$ cat config.mk
export PLATFORM = sky130hd
export DESIGN_NAME = dhtk_main_control
export DESIGN_NICKNAME = d
export VERILOG_FILES = /design/src/rtl/dhtk_main_control.sv
export SDC_FILE = /design/constraint.sdc
export NUM_CORES = 1
export LEC_CHECK = 0
export CAP_MARGIN = 10
export CORE_MARGIN = 4
export CORE_UTILIZATION = 60
export DETAILED_ROUTE_END_ITERATION = 10
export DONT_BUFFER_PORTS = 1
export PLACE_DENSITY = 0.76
export SLEW_MARGIN = 10
export SYNTH_ARGS = -nofsm -noshare
export SYNTH_HDL_FRONTEND = slang
export SYNTH_SLANG_ARGS = --single-unit
export TNS_END_PERCENT = 20
$ cat constraint.sdc
create_clock -name clk -period 6 [get_ports clk]
set_input_delay 1.5 -clock clk [delete_from_list [all_inputs] [get_ports clk]]
set_output_delay 1.5 -clock clk [all_outputs]
set_load 0.01 [all_outputs]
$ cat src/rtl/dhtk_main_control.sv
// dhtk_main_control: free-running clock/calendar core.
// A prescaler divides clk down to one tick per second; on each tick a
// ripple-carry cascade advances sec -> min -> hour -> day -> month -> year
// within the same edge, using Gregorian month lengths and leap years.
module dhtk_main_control #(
  parameter int TICKS_PER_SEC = 1,
  parameter int INIT_SEC      = 0,
  parameter int INIT_MIN      = 0,
  parameter int INIT_HOUR     = 0,
  parameter int INIT_DAY      = 1,
  parameter int INIT_MONTH    = 1,
  parameter int INIT_YEAR     = 2000
) (
  input  logic        clk,
  input  logic        rst_p,
  output logic [5:0]  sec,
  output logic [5:0]  min,
  output logic [4:0]  hour,
  output logic [4:0]  day,
  output logic [3:0]  month,
  output logic [11:0] year
);

  localparam int PW = (TICKS_PER_SEC > 1) ? $clog2(TICKS_PER_SEC) : 1;

  logic [PW-1:0] pre_cnt;
  logic          tick;

  logic          leap;
  logic [4:0]    dim;

  logic [5:0]    sec_n;
  logic [5:0]    min_n;
  logic [4:0]    hour_n;
  logic [4:0]    day_n;
  logic [3:0]    month_n;
  logic [11:0]   year_n;

  // With TICKS_PER_SEC=1 the counter stays at 0 and every edge is a tick.
  assign tick = (pre_cnt == PW'(TICKS_PER_SEC - 1));

  // Prescaler: counts 0..TICKS_PER_SEC-1 and restarts on the tick edge.
  always_ff @(posedge clk) begin
    if (rst_p) begin
      pre_cnt <= '0;
    end else if (tick) begin
      pre_cnt <= '0;
    end else begin
      pre_cnt <= pre_cnt + PW'(1);
    end
  end

  // Leap year from the current year; year 0 is divisible by 400 so it is leap.
  always_comb begin
    leap = 1'b0;
    if ((year % 12'd400) == 12'd0) begin
      leap = 1'b1;
    end else if ((year[1:0] == 2'b00) && ((year % 12'd100) != 12'd0)) begin
      leap = 1'b1;
    end
  end

  // Days in the current (pre-increment) month.
  always_comb begin
    dim = 5'd31;
    case (month)
      4'd4, 4'd6, 4'd9, 4'd11: dim = 5'd30;
      4'd2:                    dim = leap ? 5'd29 : 5'd28;
      default:                 dim = 5'd31;
    endcase
  end

  // Ripple-carry cascade: each field wraps and carries only when every
  // lower field wraps on the same tick.
  always_comb begin
    sec_n   = sec;
    min_n   = min;
    hour_n  = hour;
    day_n   = day;
    month_n = month;
    year_n  = year;
    if (tick) begin
      if (sec != 6'd59) begin
        sec_n = sec + 6'd1;
      end else begin
        sec_n = 6'd0;
        if (min != 6'd59) begin
          min_n = min + 6'd1;
        end else begin
          min_n = 6'd0;
          if (hour != 5'd23) begin
            hour_n = hour + 5'd1;
          end else begin
            hour_n = 5'd0;
            if (day != dim) begin
              day_n = day + 5'd1;
            end else begin
              day_n = 5'd1;
              if (month != 4'd12) begin
                month_n = month + 4'd1;
              end else begin
                month_n = 4'd1;
                year_n  = (year == 12'd4095) ? 12'd0 : year + 12'd1;
              end
            end
          end
        end
      end
    end
  end

  // Calendar registers; reset wins over any tick, including a full rollover.
  always_ff @(posedge clk) begin
    if (rst_p) begin
      sec   <= 6'(INIT_SEC);
      min   <= 6'(INIT_MIN);
      hour  <= 5'(INIT_HOUR);
      day   <= 5'(INIT_DAY);
      month <= 4'(INIT_MONTH);
      year  <= 12'(INIT_YEAR);
    end else begin
      sec   <= sec_n;
      min   <= min_n;
      hour  <= hour_n;
      day   <= day_n;
      month <= month_n;
      year  <= year_n;
    end
  end

endmodule

Yosys cells after proc, flatten, opt, wreduce, memory -nomap -nowiden
Cells that the tools add are included. Widths: inputs -> output; s select.

Logic and storage cells: 54. Output and inout port bits: 38. Flip-flop bits (word level): 39.

Div/mod/pow operators: 2. Bitwise logic cells: 6. Reductions and logical operators: 11. Add/subtract/negate cells: 7. Eq/ne operators: 11. Multiplexer cells: 10.

Operators with widths (count): $add 12x1->12 const B (1); $add 6x1->6 const B (2); $eq 12x12->1 const B (1); $logic_not 12->1 (1); $mod 12x7->12 const B (1); $mod 12x9->12 const B (1); $mux 12 (1); $mux 6 (2); $ne 6x6->1 const B (2); $reduce_bool 12->1 (1); $add 5x1->5 const B (2); $mux 5 (2); $eq 4x3->1 const B (2); $eq 4x4->1 const B (2); $not 1->1 (6); $reduce_and 6->1 (1); $ne 5x5->1 (1); $ne 5x5->1 const B (1); $reduce_and 5->1 (1); $add 4x1->4 const B (1); $eq 4x2->1 const B (1); $mux 4 (1); $ne 4x4->1 const B (1); $pmux 2 s2 (1); other kinds (9) (11).

Depth between registers and ports, before layout
Gate-level depths: netlist of the first run.

Depth in word-level cells: 10. Depth in mapped cells: 17.

Worst setup path after synthesis of the first run
OpenSTA, ideal clock, no wires.

Kind: register to register. Start point: register year[6]. End point: register day[0]. Data required time: 5.880 ns. Stages on the path, launching flop included: 16. Arrival time: 3.272 ns. Buffers on the path: 2. Setup slack: 2.608 ns. Period minus slack after synthesis: 3.392 ns. Cell sequence: dfxtp_1 > buf_2 > a21bo_2 > nand3_1 > nand3_2 > or2b_4 > maj3_2 > o31a_1 > and3_4 > a2111oi_2 > nor3_1 > o21ai_2 > a21o_1 > buf_6 > a41oi_1 > or2_1.

Cells in the longest elaborated chain, start to end: 9. Elaborated cells between the ends (all ways): 11.

Ends and longest elaborated chain: from (decl) (RTL line 21) `output logic [11:0] year`; from (signal assigned) (RTL line 120) `year <= 12'(INIT_YEAR);`; from (signal assigned) (RTL line 127) `year <= year_n;`; $mod 12x7->12 (RTL line 58) `end else if ((year[1:0] == 2'b00) && ((year % 12'd100) != 12'd0)) begin`; $reduce_bool 12->1 (RTL line 58); $logic_and 1x1->1 (RTL line 58); $mux 1 (RTL line 58); $mux 1 * (RTL line 56) `if ((year % 12'd400) == 12'd0) begin`; $mux 1 * (RTL line 68) `4'd2: dim = leap ? 5'd29 : 5'd28;`; $pmux 2 s2 * (RTL line 66) `case (month)`; $ne 5x5->1 * (RTL line 95) `if (day != dim) begin`; $mux 5 * (RTL line 95); to (signal assigned) (RTL line 118) `day <= 5'(INIT_DAY);`; to (signal assigned) (RTL line 125) `day <= day_n;`; to (decl) (RTL line 19) `output logic [4:0] day,`.

Mark *: on every way between the ends. The rest lies on a longest branch, timed or not. A chain may end at the register's enable or synchronous reset.

Worst setup path after layout of the first run
Start point: register year[11]. End point: register day[0].

The elaborated chain is that of the path after synthesis.

==> results of run 1 <==
[power by group through the flow]
stage | registers (mW) | logic [mW] | clock network (mW)
after floorplan | 0.272 | 0.00951 | 0
after global placement | 0.273 | 0.00671 | 0
after detailed placement | 0.273 | 0.00722 | 0
after CTS | 0.267 | 0.00728 | 0.176
after global routing | 0.268 | 0.00838 | 0.184
final | 0.267 | 0.00723 | 0.170
[routing by layer]
layer  share of wire  vias to the layer above  track usage  wire [um]
met1            0.43                     1362        0.298       3100
met4           0.015                        0       0.0726        108
met5               0                        -            0          0
li1                -                     1454            -          -
met2            0.49                       93        0.376       3520
met3           0.062                       12       0.0471        448
[kinds of logic (layout without fill, tap and decap cells)]
group,count (synthesis),after routing,synth area share
compound gates,113,113,0.279
xor+xnor,14,14,0.0387
fa+ha+maj,11,11,0.0430
buf+inv,35,18,0.0564
flops,39,39,0.246
mux,5,5,0.0162
other cells,1,1,0.00118
simple gates,183,183,0.319
[layout by cell type, fill, tap and decap left out, types with 4 or more instances in the layout]
cell      count
dfxtp_1      39
nor2_1       38
nand2_1      32
nand3_1      24
a21oi_1      24
nand2b_1     14
nor3_1       14
ha_1         10
nor3b_1       9
nand4_1       9
o21ai_0       8
inv_1         7
xnor2_1       7
xor2_1        7
and2_1        5
o21ai_1       5
a31oi_1       5
clkbuf_8      5
a211oi_1      4
nand3b_1      4
a21o_1        4
a311oi_1      4
mux2i_1       4
[per-stage QoR]
stage	hold slack [ns]	worst slack (ns)	instance area, um^2
final	0.547	1.87	3210
after global placement	0.532	1.98	3130
after global routing	0.582	1.43	3210
after CTS	0.556	1.88	3210
after floorplan	0.517	2.61	3170
after detailed placement	0.542	1.89	3130
[registers in the layout, summed over array words and instances, names as in the netlist]
register,count
day,5
hour,5
pre_cnt,1
month,4
min,6
sec,6
year,12
[worst reg2reg max path: stages, from the launching register on]
cell,delay (ns)
dfxtp_1,0.82
nand2_1,0.17
a21o_1,0.27
a221oi_4,0.48
o21ai_1,0.20
a311o_1,0.36
o31a_1,0.13
and3_4,0.20
a2111oi_2,0.33
nor3_1,0.11
o21ai_2,0.22
a21o_1,0.34
a41oi_1,0.16
or2_1,0.25
[worst min-delay path by stage]
stage	from	to
2_1_floorplan	min[1]	min[1]
3_3_place_gp	min[1]	min[1]
3_5_place_dp	min[1]	min[1]
4_1_cts	min[1]	min[1]
5_1_grt	min[1]	min[1]
6_report	min[1]	min[1]
[final cells by class]
type | instances | area (um^2)
multi-input cells | 327 | 2220
fillers | 471 | 1900
flip-flops and latches | 39 | 781
well taps | 70 | 87.6
clock buffers | 7 | 76.3
inverters | 8 | 30.0
repair buffers | 2 | 15.0
clock inverters | 1 | 5.00
==> flow_summary.ini, run 1 <==
[run_status]
status = complete, no violations

[detailed_routing]
detail_route.drc_violations = 0
firstDrtPassIters = 4
vias = 2921
via_per_inst = 6.43
final_antenna_net_count = 0
avgRoutedWirePerCell_um = 15.8
drtIter0Drc = 322
wl_um = 7180

[worst_setup_path]
critPathRequiredTime_ns = 6.19
path_delay_family = compound AO/OA/AOI/OAI gates
r2r-end = day[0]
worstSetupEndpointType = flop
endpoint = day[0]
path_max_fanout = 22
cp_slowest_cell = dfxtp_1
cp_common_cell = a21o_1
critical_path.startpoint = year[11]
crit_buf_inv = 0
r2r_start = year[11]
start_kind = flop
worstPathArrival_ns = 4.31
r2r_setup_slack_ns = 1.87
cp.depth = 13
rr_worst_depth = 13
crit_path_max_incr_delay_ns = 0.82
cp_cell_sequence = nand2_1, a21o_1, a221oi_4, o21ai_1, a311o_1, o31a_1, and3_4, a2111oi_2, nor3_1, o21ai_2, a21o_1, a41oi_1, or2_1
crit_type = flop to flop

[sta]
finalSetupViolCount = 0
slew_headroom = 0.229
timing.final.crit_share = 0.688
timing.final.max_slew_violations = 0
tns_ns = 0
grt_setup_unrepaired = no
finalHoldViolCount = 0
tightest_slew_ns = 1.15
fin_skew_ns = 0.00597
timing.fmax_ghz = 0.242
period_minus_slack_ns = 4.13

[yosys]
synth.avg_cell_area_um2 = 7.91
netlist.area_leader.share = 0.246
synth_top_area_cell = dfxtp_1
yosysMostFrequentCell = dfxtp_1
netlist_instances = 401
yosysSeqAreaShare = 0.246
netlist_area_um2 = 3170
ys_async_sr_fraction = 0
synth_area_leaders = dfxtp_1 (25%), nor2_1 (4.5%), ha_1 (3.9%)
syn_nets = 413
synth-seq-cells = 39
synth-edff-count = 0
synthFlopType = dfxtp_1
ys_types = 86
synth_commonest_cells = dfxtp_1 (39), nor2_1 (38), nand2_1 (32)
yosysWarnings = 0

[die]
initial_core_util = 0.621
ios = 40
rows = 26
die_h_um = 80.7
die-area_um2 = 6510
core_region_area_um2 = 5110
fp.dieW_um = 80.7

[clock_tree]
cts-root-buf = clkbuf_8
numCtsBuffers = 5
cts_hold_buffers = 0
h-tree-depth = 2
cts_tree = built
cts_setup_buffers = 0
ctsResizeCount = 0
clk_pin_slew_ns = 0.07
clock_sinks = 39
insertion_delay_ns = 0.29
clk_path_buf_depth = 2

[finish]
nets = 395
final_util = 0.629
antenna_cells = 0
syn_to_final_growth_pct = 1.30
finalNonFillerCells = 454
drive_above_1_share = 0.115

[power_and_ir_drop]
total_power_mw = 0.444
p_sw_frac = 0.218
peakVddDrop_mv = 0.159
pwr-share-seq = 0.601
p_int_mw = 0.347
clkPwrFrac = 0.383
powerDensity_nw_per_um2 = 138
combPwrFrac = 0.016
cellLeakagePower_nw = 1.14
p_sw_mw = 0.0970

[global_routing]
grt_antenna_before_repair = 0
grt_pass1_vias = 2519
grt_max_degree = 43
overflow = 0
grt_usage = 0.229
grt_pass1_wl_um = 12000

[placement]
portBuffers = 0
numPlacedInstances = 446
gp_congestion = 0.964
post-dp-hpwl_um = 5230

[job]
maxCapViolations = 0

[worst_hold_path]
holdPathStages = 2
hold_class = flop to flop
Note: power is estimated with default switching activity, not from simulation.
==> run 2: changes to the inputs <==
--- a/config.mk
+++ b/config.mk
@@ -7,7 +7,7 @@
 export LEC_CHECK = 0
 export CAP_MARGIN = 10
 export CORE_MARGIN = 4
-export CORE_UTILIZATION = 60
+export CORE_UTILIZATION = 58
 export DETAILED_ROUTE_END_ITERATION = 10
 export DONT_BUFFER_PORTS = 1
 export PLACE_DENSITY = 0.76
==> constraint.sdc (replaced) <==
create_clock -name clk -period 3.4 [get_ports clk]
set_input_delay 0.85 -clock clk [delete_from_list [all_inputs] [get_ports clk]]
set_output_delay 0.85 -clock clk [all_outputs]
set_load 0.01 [all_outputs]
==> flow_summary.ini, run 2 (synthesis gave the netlist of run 1 again) <==
[clock_tree]
numCtsBuffers = 5
cts-root-buf = clkbuf_8
h-tree-depth = 2
clock_sinks = 39
clk_path_buf_depth = 2
cts_tree = built
insertion_delay_ns = 0.29
cts_hold_buffers = 0
clk_pin_slew_ns = 0.07

[placement]
gp_congestion = 0.952
post-dp-hpwl_um = 6150
portBuffers = 0
pre_cts_ws_ns = -0.277

[die]
core_region_area_um2 = 5200
rows = 26
fp.dieW_um = 81.9
die_h_um = 81.9
ios = 40
die-area_um2 = 6710
initial_core_util = 0.609

[global_routing]
grt_usage = 0.271
overflow = 0
grt_antenna_before_repair = 0
grt_pass1_vias = 3169
grt_max_degree = 43
grt_pass1_wl_um = 14500

[sta]
slew_headroom = 0.538
timing.hold.ws_ns = 0.549
fin_skew_ns = 0.00358
timing.final.max_slew_violations = 0
timing.final.crit_share = 1.10
finalSetupViolCount = 9
timing.fmax_ghz = 0.268
finalHoldViolCount = 0
fin_ws_ns = -0.335
grt_setup_unrepaired = yes
period_minus_slack_ns = 3.73
tightest_slew_ns = 0.692

[worst_setup_path]
r2r_setup_slack_ns = -0.33
r2r_start = year[6]
endpoint = day[0]
worstPathArrival_ns = 3.97
rr_worst_depth = 17
crit_type = flop to flop
r2r-end = day[0]
critPathRequiredTime_ns = 3.64
critical_path.startpoint = year[6]
worstSetupEndpointType = flop
start_kind = flop
path_max_fanout = 14

[finish]
final_cell_mix = buf_4 (78), nor2_1 (37), dfxtp_1 (34)
reg_top3 = year x12, min x6, sec x6
multiInputGateArea_um2 = 2470
top_register = year
largest_reg_flops = 12
final_common_cell = buf_4
antenna_cells = 0
final_util = 0.796
nets = 479
regArea_um2 = 797
fill_cells = 337
syn_to_final_growth_pct = 30.7
drive_above_1_share = 0.350

[power_and_ir_drop]
combPwrFrac = 0.024
cellLeakagePower_nw = 1.60
p_sw_mw = 0.166
peakVddDrop_mv = 0.338
p_sw_frac = 0.215
p_int_mw = 0.606
powerDensity_nw_per_um2 = 186
pwr-share-seq = 0.604
clkPwrFrac = 0.372

[detailed_routing]
avgRoutedWirePerCell_um = 17.7
firstDrtPassIters = 5
via_per_inst = 6.53
wl_met1_um = 3880
vias = 3501
maxUsedRoutingLayer = met4
final_antenna_net_count = 0
dr_wl_met3_um = 688
detail_route.drc_violations = 0
wl_met2_um = 4640
drtIter0Drc = 359
wl_um = 9460

[run_status]
violations = negative setup slack
status = finished, violations left

[worst_hold_path]
hold_class = flop to flop

[job]
maxCapViolations = 0
==> run 2: routing by layer <==
| metal | vias up | track usage |
|---|---|---|
| li1 | 1626 | - |
| met1 | 1667 | 0.333 |
| met2 | 171 | 0.456 |
| met3 | 37 | 0.0680 |
| met4 | 0 | 0.0963 |
| met5 | - | 0 |
==> run 2: metrics by stage <==
stage	setup TNS, ns	power [mW]	instance area, um^2	std cells
floorplan	0	0.497	3170	401
global placement	-1.53	0.497	3650	514
detailed placement	-2.15	0.498	3650	514
CTS	-1.30	0.779	3880	525
global route	-3.65	0.797	4150	536
finish	-2.34	0.772	4150	536
==> run 2: area by class of cell <==
class	count	share of cell area
Clock buffer	6	0.0175
Inverter	8	0.00724
Multi-Input combinational cell	327	0.597
Sequential cell	39	0.192
Tap cell	70	0.0211
Timing Repair Buffer	86	0.165
==> run 2: worst min-delay path by stage <==
stage	end	from	cells after the start
floorplan	min[1]	min[1]	2
global placement	min[1]	min[1]	2
detailed placement	min[1]	min[1]	2
CTS	min[1]	min[1]	2
global route	min[1]	min[1]	2
finish	min[1]	min[1]	2
==> run 2: repair_timing <==
action | in CTS | in global routing
endpoints found under the hold margin | 0 | 0
resized for setup | 25 | 43
pin swaps | 12 | 20
setup buffers | 5 | 11
setup endpoints to repair | 9 | 14
==> run 2: power by group through the flow <==
| stage | Clock [mW] | Sequential (mW) | Combinational, mW |
|---|---|---|---|
| global route | 0.309 | 0.467 | 0.0216 |
| detailed placement | 0 | 0.479 | 0.0187 |
| finish | 0.287 | 0.466 | 0.0189 |
| floorplan | 0 | 0.480 | 0.0168 |
| global placement | 0 | 0.479 | 0.0179 |
| CTS | 0.293 | 0.467 | 0.0188 |
==> run 2: worst max-delay path, stage by stage (launching register included) <==
cell and delay, ns:
dfxtp_4 0.40, buf_4 0.16, a2111oi_1 0.45, o31ai_2 0.13, and2_4 0.19, a211oi_4 0.30
or2_4 0.20, buf_4 0.12, nand3_1 0.08, a31o_2 0.27, a31oi_2 0.22, o31a_1 0.17
a31o_1 0.19, buf_6 0.11, nand4_4 0.15, buf_6 0.17, a41oi_1 0.22, or2_1 0.13
